<file path="src/rtl/uart_rom_loader.sv">
// uart_rom_loader: 8N1 UART bootloader that writes a framed image into the ROM.
// The CPU is held in reset while a frame loads and after any load error.
//   clk      : system clock
//   reset    : asynchronous, active-high reset
//   rx       : UART receive line, asynchronous, idles high
//   wr_en    : ROM write strobe, one-cycle pulse
//   wr_addr  : ROM word address
//   wr_data  : ROM word data, {hi_byte, lo_byte}
//   cpu_hold : high while a frame loads or after an error
//   done     : high after a good load; cleared by the next sync byte
//   err_code : 0 ok, 1 framing, 2 length, 3 checksum (sticky)
module uart_rom_loader #(
    parameter int          CLKS_PER_BIT       = 434,
    parameter int          INSTR_WIDTH        = 16,
    parameter int          ROM_REGISTER_COUNT = 1024,
    parameter logic [7:0]  SYNC_BYTE          = 8'hA5,
    localparam int         AW = $clog2(ROM_REGISTER_COUNT)
) (
    input  logic                   clk,
    input  logic                   reset,
    input  logic                   rx,
    output logic                   wr_en,
    output logic [AW-1:0]          wr_addr,
    output logic [INSTR_WIDTH-1:0] wr_data,
    output logic                   cpu_hold,
    output logic                   done,
    output logic [1:0]             err_code
);

    localparam int CW = $clog2(CLKS_PER_BIT);
    localparam logic [CW-1:0] FULL = CW'(CLKS_PER_BIT - 1);
    localparam logic [CW-1:0] HALF = CW'(CLKS_PER_BIT / 2 - 1);
    localparam logic [16:0]   LEN_MAX = 17'(ROM_REGISTER_COUNT);

    typedef enum logic [1:0] {B_IDLE, B_START, B_DATA, B_STOP} bstate_t;
    typedef enum logic [2:0] {
        F_SYNC, F_LEN_LO, F_LEN_HI, F_DATA_LO, F_DATA_HI, F_CSUM, F_ERR
    } fstate_t;

    // ---------------- receiver ----------------
    logic          rx_s1_q, rx_s2_q, rx_prev_q;
    bstate_t       bstate_q, bstate_d;
    logic [CW-1:0] bcnt_q, bcnt_d;
    logic [2:0]    bits_q, bits_d;
    logic [7:0]    sh_q, sh_d;
    logic          bv_q, bv_d;
    logic          fe_q, fe_d;

    always_ff @(posedge clk or posedge reset) begin
        if (reset) begin
            rx_s1_q   <= 1'b1;
            rx_s2_q   <= 1'b1;
            rx_prev_q <= 1'b1;
            bstate_q  <= B_IDLE;
            bcnt_q    <= '0;
            bits_q    <= '0;
            sh_q      <= '0;
            bv_q      <= 1'b0;
            fe_q      <= 1'b0;
        end else begin
            rx_s1_q   <= rx;
            rx_s2_q   <= rx_s1_q;
            rx_prev_q <= rx_s2_q;
            bstate_q  <= bstate_d;
            bcnt_q    <= bcnt_d;
            bits_q    <= bits_d;
            sh_q      <= sh_d;
            bv_q      <= bv_d;
            fe_q      <= fe_d;
        end
    end

    always_comb begin
        bstate_d = bstate_q;
        bcnt_d   = bcnt_q + 1'b1;
        bits_d   = bits_q;
        sh_d     = sh_q;
        bv_d     = 1'b0;
        fe_d     = 1'b0;
        unique case (bstate_q)
            B_IDLE: begin
                bcnt_d = '0;
                bits_d = '0;
                if (rx_prev_q && !rx_s2_q) bstate_d = B_START;
            end
            B_START: begin
                // Mid-start-bit check rejects short low glitches.
                if (bcnt_q == HALF) begin
                    bcnt_d   = '0;
                    bstate_d = rx_s2_q ? B_IDLE : B_DATA;
                end
            end
            B_DATA: begin
                if (bcnt_q == FULL) begin
                    bcnt_d = '0;
                    sh_d   = {rx_s2_q, sh_q[7:1]};
                    bits_d = bits_q + 1'b1;
                    if (bits_q == 3'd7) bstate_d = B_STOP;
                end
            end
            B_STOP: begin
                if (bcnt_q == FULL) begin
                    bcnt_d   = '0;
                    bstate_d = B_IDLE;
                    bv_d     = rx_s2_q;
                    fe_d     = !rx_s2_q;
                end
            end
            default: bstate_d = B_IDLE;
        endcase
    end

    // ---------------- frame parser ----------------
    fstate_t          fstate_q, fstate_d;
    logic [15:0]      len_q, len_d;
    logic [15:0]      wcnt_q, wcnt_d;
    logic [7:0]       lo_q, lo_d;
    logic [7:0]       csum_q, csum_d;
    logic [AW-1:0]    addr_q, addr_d;
    logic [INSTR_WIDTH-1:0] data_q, data_d;
    logic             wr_en_q, wr_en_d;
    logic             hold_q, hold_d;
    logic             done_q, done_d;
    logic [1:0]       err_q, err_d;

    always_ff @(posedge clk or posedge reset) begin
        if (reset) begin
            fstate_q <= F_SYNC;
            len_q    <= '0;
            wcnt_q   <= '0;
            lo_q     <= '0;
            csum_q   <= '0;
            addr_q   <= '0;
            data_q   <= '0;
            wr_en_q  <= 1'b0;
            hold_q   <= 1'b0;
            done_q   <= 1'b0;
            err_q    <= 2'd0;
        end else begin
            fstate_q <= fstate_d;
            len_q    <= len_d;
            wcnt_q   <= wcnt_d;
            lo_q     <= lo_d;
            csum_q   <= csum_d;
            addr_q   <= addr_d;
            data_q   <= data_d;
            wr_en_q  <= wr_en_d;
            hold_q   <= hold_d;
            done_q   <= done_d;
            err_q    <= err_d;
        end
    end

    always_comb begin
        fstate_d = fstate_q;
        len_d    = len_q;
        wcnt_d   = wcnt_q;
        lo_d     = lo_q;
        csum_d   = csum_q;
        addr_d   = addr_q;
        data_d   = data_q;
        wr_en_d  = 1'b0;
        hold_d   = hold_q;
        done_d   = done_q;
        err_d    = err_q;
        // Advance after a write, but never beyond the last word of the image.
        if (wr_en_q && wcnt_q < len_q) addr_d = addr_q + 1'b1;
        if (fe_q && fstate_q != F_SYNC && fstate_q != F_ERR) begin
            err_d    = 2'd1;
            fstate_d = F_ERR;
        end else if (bv_q) begin
            unique case (fstate_q)
                F_SYNC, F_ERR: begin
                    if (sh_q == SYNC_BYTE) begin
                        hold_d   = 1'b1;
                        done_d   = 1'b0;
                        err_d    = 2'd0;
                        csum_d   = '0;
                        addr_d   = '0;
                        wcnt_d   = '0;
                        fstate_d = F_LEN_LO;
                    end
                end
                F_LEN_LO: begin
                    len_d    = {len_q[15:8], sh_q};
                    csum_d   = csum_q + sh_q;
                    fstate_d = F_LEN_HI;
                end
                F_LEN_HI: begin
                    len_d  = {sh_q, len_q[7:0]};
                    csum_d = csum_q + sh_q;
                    if ({1'b0, len_d} > LEN_MAX) begin
                        err_d    = 2'd2;
                        fstate_d = F_ERR;
                    end else if (len_d == 16'd0) begin
                        fstate_d = F_CSUM;
                    end else begin
                        fstate_d = F_DATA_LO;
                    end
                end
                F_DATA_LO: begin
                    lo_d     = sh_q;
                    csum_d   = csum_q + sh_q;
                    fstate_d = F_DATA_HI;
                end
                F_DATA_HI: begin
                    csum_d   = csum_q + sh_q;
                    data_d   = {sh_q, lo_q};
                    wr_en_d  = 1'b1;
                    wcnt_d   = wcnt_q + 1'b1;
                    fstate_d = (wcnt_d == len_q) ? F_CSUM : F_DATA_LO;
                end
                F_CSUM: begin
                    if (sh_q == csum_q) begin
                        done_d   = 1'b1;
                        hold_d   = 1'b0;
                        fstate_d = F_SYNC;
                    end else begin
                        err_d    = 2'd3;
                        fstate_d = F_ERR;
                    end
                end
                default: fstate_d = F_SYNC;
            endcase
        end
    end

    assign wr_en    = wr_en_q;
    assign wr_addr  = addr_q;
    assign wr_data  = data_q;
    assign cpu_hold = hold_q;
    assign done     = done_q;
    assign err_code = err_q;

endmodule

</file>
<file path="config.mk">
export PLATFORM = sky130hd
export DESIGN_NAME = uart_rom_loader
export DESIGN_NICKNAME = d
export VERILOG_FILES = /design/src/rtl/uart_rom_loader.sv
export SDC_FILE = /design/constraint.sdc
export NUM_CORES = 1
export LEC_CHECK = 0
export ABC_CLOCK_PERIOD_IN_PS = 11440
export CAP_MARGIN = 30
export CORE_MARGIN = 2
export CORE_UTILIZATION = 56
export DETAILED_ROUTE_END_ITERATION = 10
export PLACE_DENSITY = 0.86
export SLEW_MARGIN = 10
export SYNTH_ARGS = -nofsm -noshare
export SYNTH_HDL_FRONTEND = slang
export SYNTH_SLANG_ARGS = --single-unit
export TNS_END_PERCENT = 5
</file>
<file path="constraint.sdc">
create_clock -name clk -period 11.44 [get_ports clk]
set_input_delay 2.288 -clock clk [delete_from_list [all_inputs] [get_ports clk]]
set_output_delay 2.288 -clock clk [all_outputs]
set_load 0.01 [all_outputs]
</file>
### After elaboration in Yosys (flattened, before gate mapping)

Index checks and enable logic that the tools add are counted.

* output and inout bits: 31
* logic and storage cells: 136
* bits of input ports: 3
* register bits: 109

* equal/unequal tests: 26
* multiplexer cells: 49
* bitwise gates (word level): 3
* add/subtract/negate cells: 5
* $lt $le $gt $ge: 2
* reduce and logical (&&, ||, !) cells: 30

Operators by type and width (number)
* $pmux 16 s2: 2
* $mux 10: 5
* $pmux 9 s3: 1
* $mux 3: 8
* $mux 2: 11
* $mux 9: 2
* $pmux 3 s6: 1
* $add 16x1->16 const B: 1
* $eq 16x16->1: 1
* $gt 16x11->1 const B: 1
* $logic_not 16->1: 1
* $lt 16x16->1: 1
* $mux 16: 1
* $pmux 8 s2: 1
* $reduce_and 4->1: 4
* $reduce_and 5->1: 3
* $ne 2x2->1 const B: 7
* $eq 3x3->1 const B: 4
* $ne 3x3->1 const B: 4
* $mux 1: 11
* $add 10x1->10 const B: 1
* $reduce_bool 2->1: 5
* $add 9x1->9 const B: 1
* $eq 9x8->1 const B: 1
* other kinds (25): 37

### Longest topological paths before layout

* depth after elaboration: 7
* mapped depth: 10
* mapped depth without buffers: 10

### Least setup slack after synthesis

OpenSTA, ideal clock, no wires.

* path type: register to output
* start: reg addr_q[5] (netlist: wr_addr[5])
* end: out wr_addr[5]
* arrival: 0.411 ns
* required time: 9.152 ns
* slack: 8.741 ns
* cell stages (with the launch flop): 1
* path buffers: 0
* cell sequence: dfrtp_1

RTL lines
* from (decl): RTL line 119 `logic [AW-1:0] addr_q, addr_d;`
* from (signal assigned): RTL line 145 `addr_q <= addr_d;`
* to (decl): RTL line 23 `output logic [AW-1:0] wr_addr,`

No word-level cell between the ends.

### Final worst setup path

* start: reg addr_q[0] (netlist: wr_addr[0])
* end: out wr_addr[0]

No word-level cell between the ends.

==> results.json <==
{
  "period_minus_slack_ns": 3.658,
  "grt_max_degree": 75,
  "clk_latency_ns": 0.38,
  "finalSetupViolCount": 0,
  "wl_met3_um": 477,
  "io_buffers": 33,
  "numCtsBuffers": 9,
  "status": "finished, final reports clean",
  "critPathBufInv": 1,
  "synthAdderAreaFrac": 0.06594,
  "critical_path.top_delay_family": "buffers and inverters",
  "clk_path_buf_depth": 2,
  "ant_nets": 0,
  "critPathArrivalTime_ns": 1.37,
  "path_class": "register to output port",
  "path_cells": "clkdlybuf4s50_1",
  "fin_crit_sh": 0.3198,
  "utilization": 0.6330,
  "cp_slowest_stage_delay_ns": 0.57,
  "hold_class": "register to register",
  "core_area_mm2": 0.01037,
  "tightest_slew_ns": 0.7624,
  "ys_seq_elements": 109,
  "ioPinCount": 34,
  "syn-cell-area_mm2": 0.005996,
  "drt-met1-wl_um": 5500,
  "die_y_um": 107.5,
  "routabilityCongestion": 0.8799,
  "post_cts_buffers": 0,
  "grt_remaining_overflow": 0,
  "fp.dieW_um": 107.5,
  "grt_pass1_wl_um": 21710,
  "yosysTopAreaCell": "dfrtp_1",
  "wirelength_um": 12810,
  "cts_root_buffer": "clkbuf_8",
  "synth-simple-area-share": 0.2068,
  "dr_total_vias": 4658,
  "cts-hold-fix-buffers": 0,
  "ys.flop_type": "dfrtp_1",
  "cts.clk_slew.worst_paths_ns": 0.10,
  "highest_layer": "met4",
  "p_leak_nw": 3.027,
  "power_density_mw_per_mm2": 101.0,
  "area_delta_synth_final_pct": 9.474,
  "drc": 0,
  "synth.top_cell.area_share": 0.4424,
  "skew_ns": 0.009162,
  "yosys-top-cells-count": "106 x dfrtp_1, 105 x nand2_1, 52 x nor2_1, 43 x o21ai_0, 32 x inv_1",
  "yosysSeqAreaShare": 0.4556,
  "met2_wirelength_um": 6549,
  "cts_tree": "yes",
  "antenna_found_initial": 0,
  "track_usage": 0.2365,
  "maxCapViolCount": 0,
  "via_per_inst": 5.904,
  "synth_edf_count": 0,
  "rsz0062_at_grt": "false",
  "first_global_vias": 4701,
  "crit_path_end_kind": "output port",
  "yosys_warnings": 0,
  "rows": 37,
  "diodes": 0,
  "synth_area_leaders": "dfrtp_1 44%, nand2_1 6.6%, ha_1 6.3%, xor2_1 3.8%, o21ai_0 3.6%",
  "synth_xor_area_frac": 0.06866,
  "firstDrtPassIters": 5,
  "power.total_mw": 0.6633,
  "fin_hold_ws_ns": 0.3645,
  "fin_nets": 682,
  "drive_gt1_frac": 0.08270,
  "cp_max_fo": 4,
  "cp-start-kind": "register",
  "max_slew_margin": 0.4899,
  "synth_mux_area_frac": 0.03360,
  "dieArea_mm2": 0.01155,
  "max_freq_mhz": 273.4,
  "critPathRequiredTime_ns": 9.15,
  "drv_slew": 0,
  "dpl.hpwl_um": 8888,
  "synth_compound_area_frac": 0.1248,
  "post_cts_resized": 0,
  "fillers": 840,
  "vdd_drop_max_v": 0.0001042,
  "synth_nets": 667,
  "synth_cell_types": 68,
  "synth_top_family_by_area": "simple AND/OR/NAND/NOR gates",
  "clock_sinks": 109,
  "avgSynthCellArea_um2": 9.472,
  "yosysMostFrequentCell": "dfrtp_1",
  "wl_per_cell_um": 16.24,
  "synth_cells": 633,
  "drt-initial-drc-count": 314,
  "fin_setup_tns_ns": 0,
  "start_util": 0.5782,
  "hold_violations": 0,
  "worst_path_max_delay_cell": "clkdlybuf4s50_1",
  "ys_async_sr_fraction": 1.000,
  "htreeDepth": 3
}
==> kinds of logic after synthesis <==
| group | Yosys count |
|---|---|
| AO/OA/AOI/OAI | 114 |
| XOR/XNOR | 47 |
| buffers and inverters | 63 |
| multiplexers | 18 |
| adder cells (fa/ha/maj) | 31 |
| flip-flops | 109 |
| AND/OR/NAND/NOR | 251 |
==> per-layer routing <==
| metal | vias up | GRT usage |
|---|---|---|
| li1 | 2210 | - |
| met1 | 2316 | 0.2906 |
| met2 | 114 | 0.4037 |
| met3 | 18 | 0.04661 |
| met4 | 0 | 0.1062 |
| met5 | - | 0 |
==> layout by cell type, fill, tap and decap left out, types with 5 or more instances in the layout <==
cell type / count
dfrtp_1: 106
nand2_1: 105
nor2_1: 52
o21ai_0: 43
clkdlybuf4s50_1: 33
inv_1: 31
ha_1: 30
nand3_1: 27
xor2_1: 26
xnor2_1: 21
mux2_2: 16
a21oi_1: 15
clkbuf_8: 11
nor3_1: 9
nor2b_1: 8
nand4_1: 7
nor4_1: 6
a21o_1: 6
o31ai_1: 6
and3_1: 5
==> final cells by class <==
class	instances	area, um^2	area share
tap	136	170.2	0.02592
clock buffer	12	155.1	0.02364
clock inverter	4	30.03	0.004575
multi-input combinational	461	2997	0.4565
sequential	109	2731	0.4161
timing repair buffer	35	357.8	0.05452
inverter	32	122.6	0.01868
==> flip-flops by register name (all words and copies together) (netlist names), 2 cells and up, named ones only <==
| register | count |
|---|---|
| bcnt_q | 9 |
| bits_q | 3 |
| csum_q | 8 |
| err_code | 2 |
| fstate_q | 3 |
| len_q | 16 |
| lo_q | 8 |
| sh_q | 8 |
| wcnt_q | 16 |
| wr_addr | 10 |
| wr_data | 16 |
==> per-stage QoR <==
step,area (um^2),setup WS (ns),instances
detailed placement,6359,7.440,772
global placement,6359,7.502,772
floorplan,5996,6.283,633
finish,6564,7.782,789
CTS,6544,7.769,788
global route,6564,7.733,789
==> where the power goes <==
group	switching, mW	internal [mW]	leakage [nW]
Sequential	0.00904	0.392	1.51
Combinational	0.0255	0.0119	1.42
Clock	0.132	0.0926	0.0934
Total	0.167	0.496	3.03
==> final timing paths <==
kind,start,endpoint,slack (ns),depth (start not counted)
worst max register to register,fstate_q[2]$_DFFE_PP0P_,wcnt_q[2]$_DFFE_PP0P_,8.52,6
worst min register to register,rx_s1_q$_DFF_PP1_,rx_s2_q$_DFF_PP1_,0.36,0
min in group asynchronous,reset,wr_data[3]$_DFFE_PP0P_,2.26,2
worst min-delay path,rx_s1_q$_DFF_PP1_,rx_s2_q$_DFF_PP1_,0.36,0
worst max-delay path,wr_addr[0]$_DFF_PP0_,wr_addr[0],7.78,1
max in group asynchronous,reset,wcnt_q[1]$_DFFE_PP0P_,8.12,4
No activity file was read; power rests on OpenSTA's default activity.
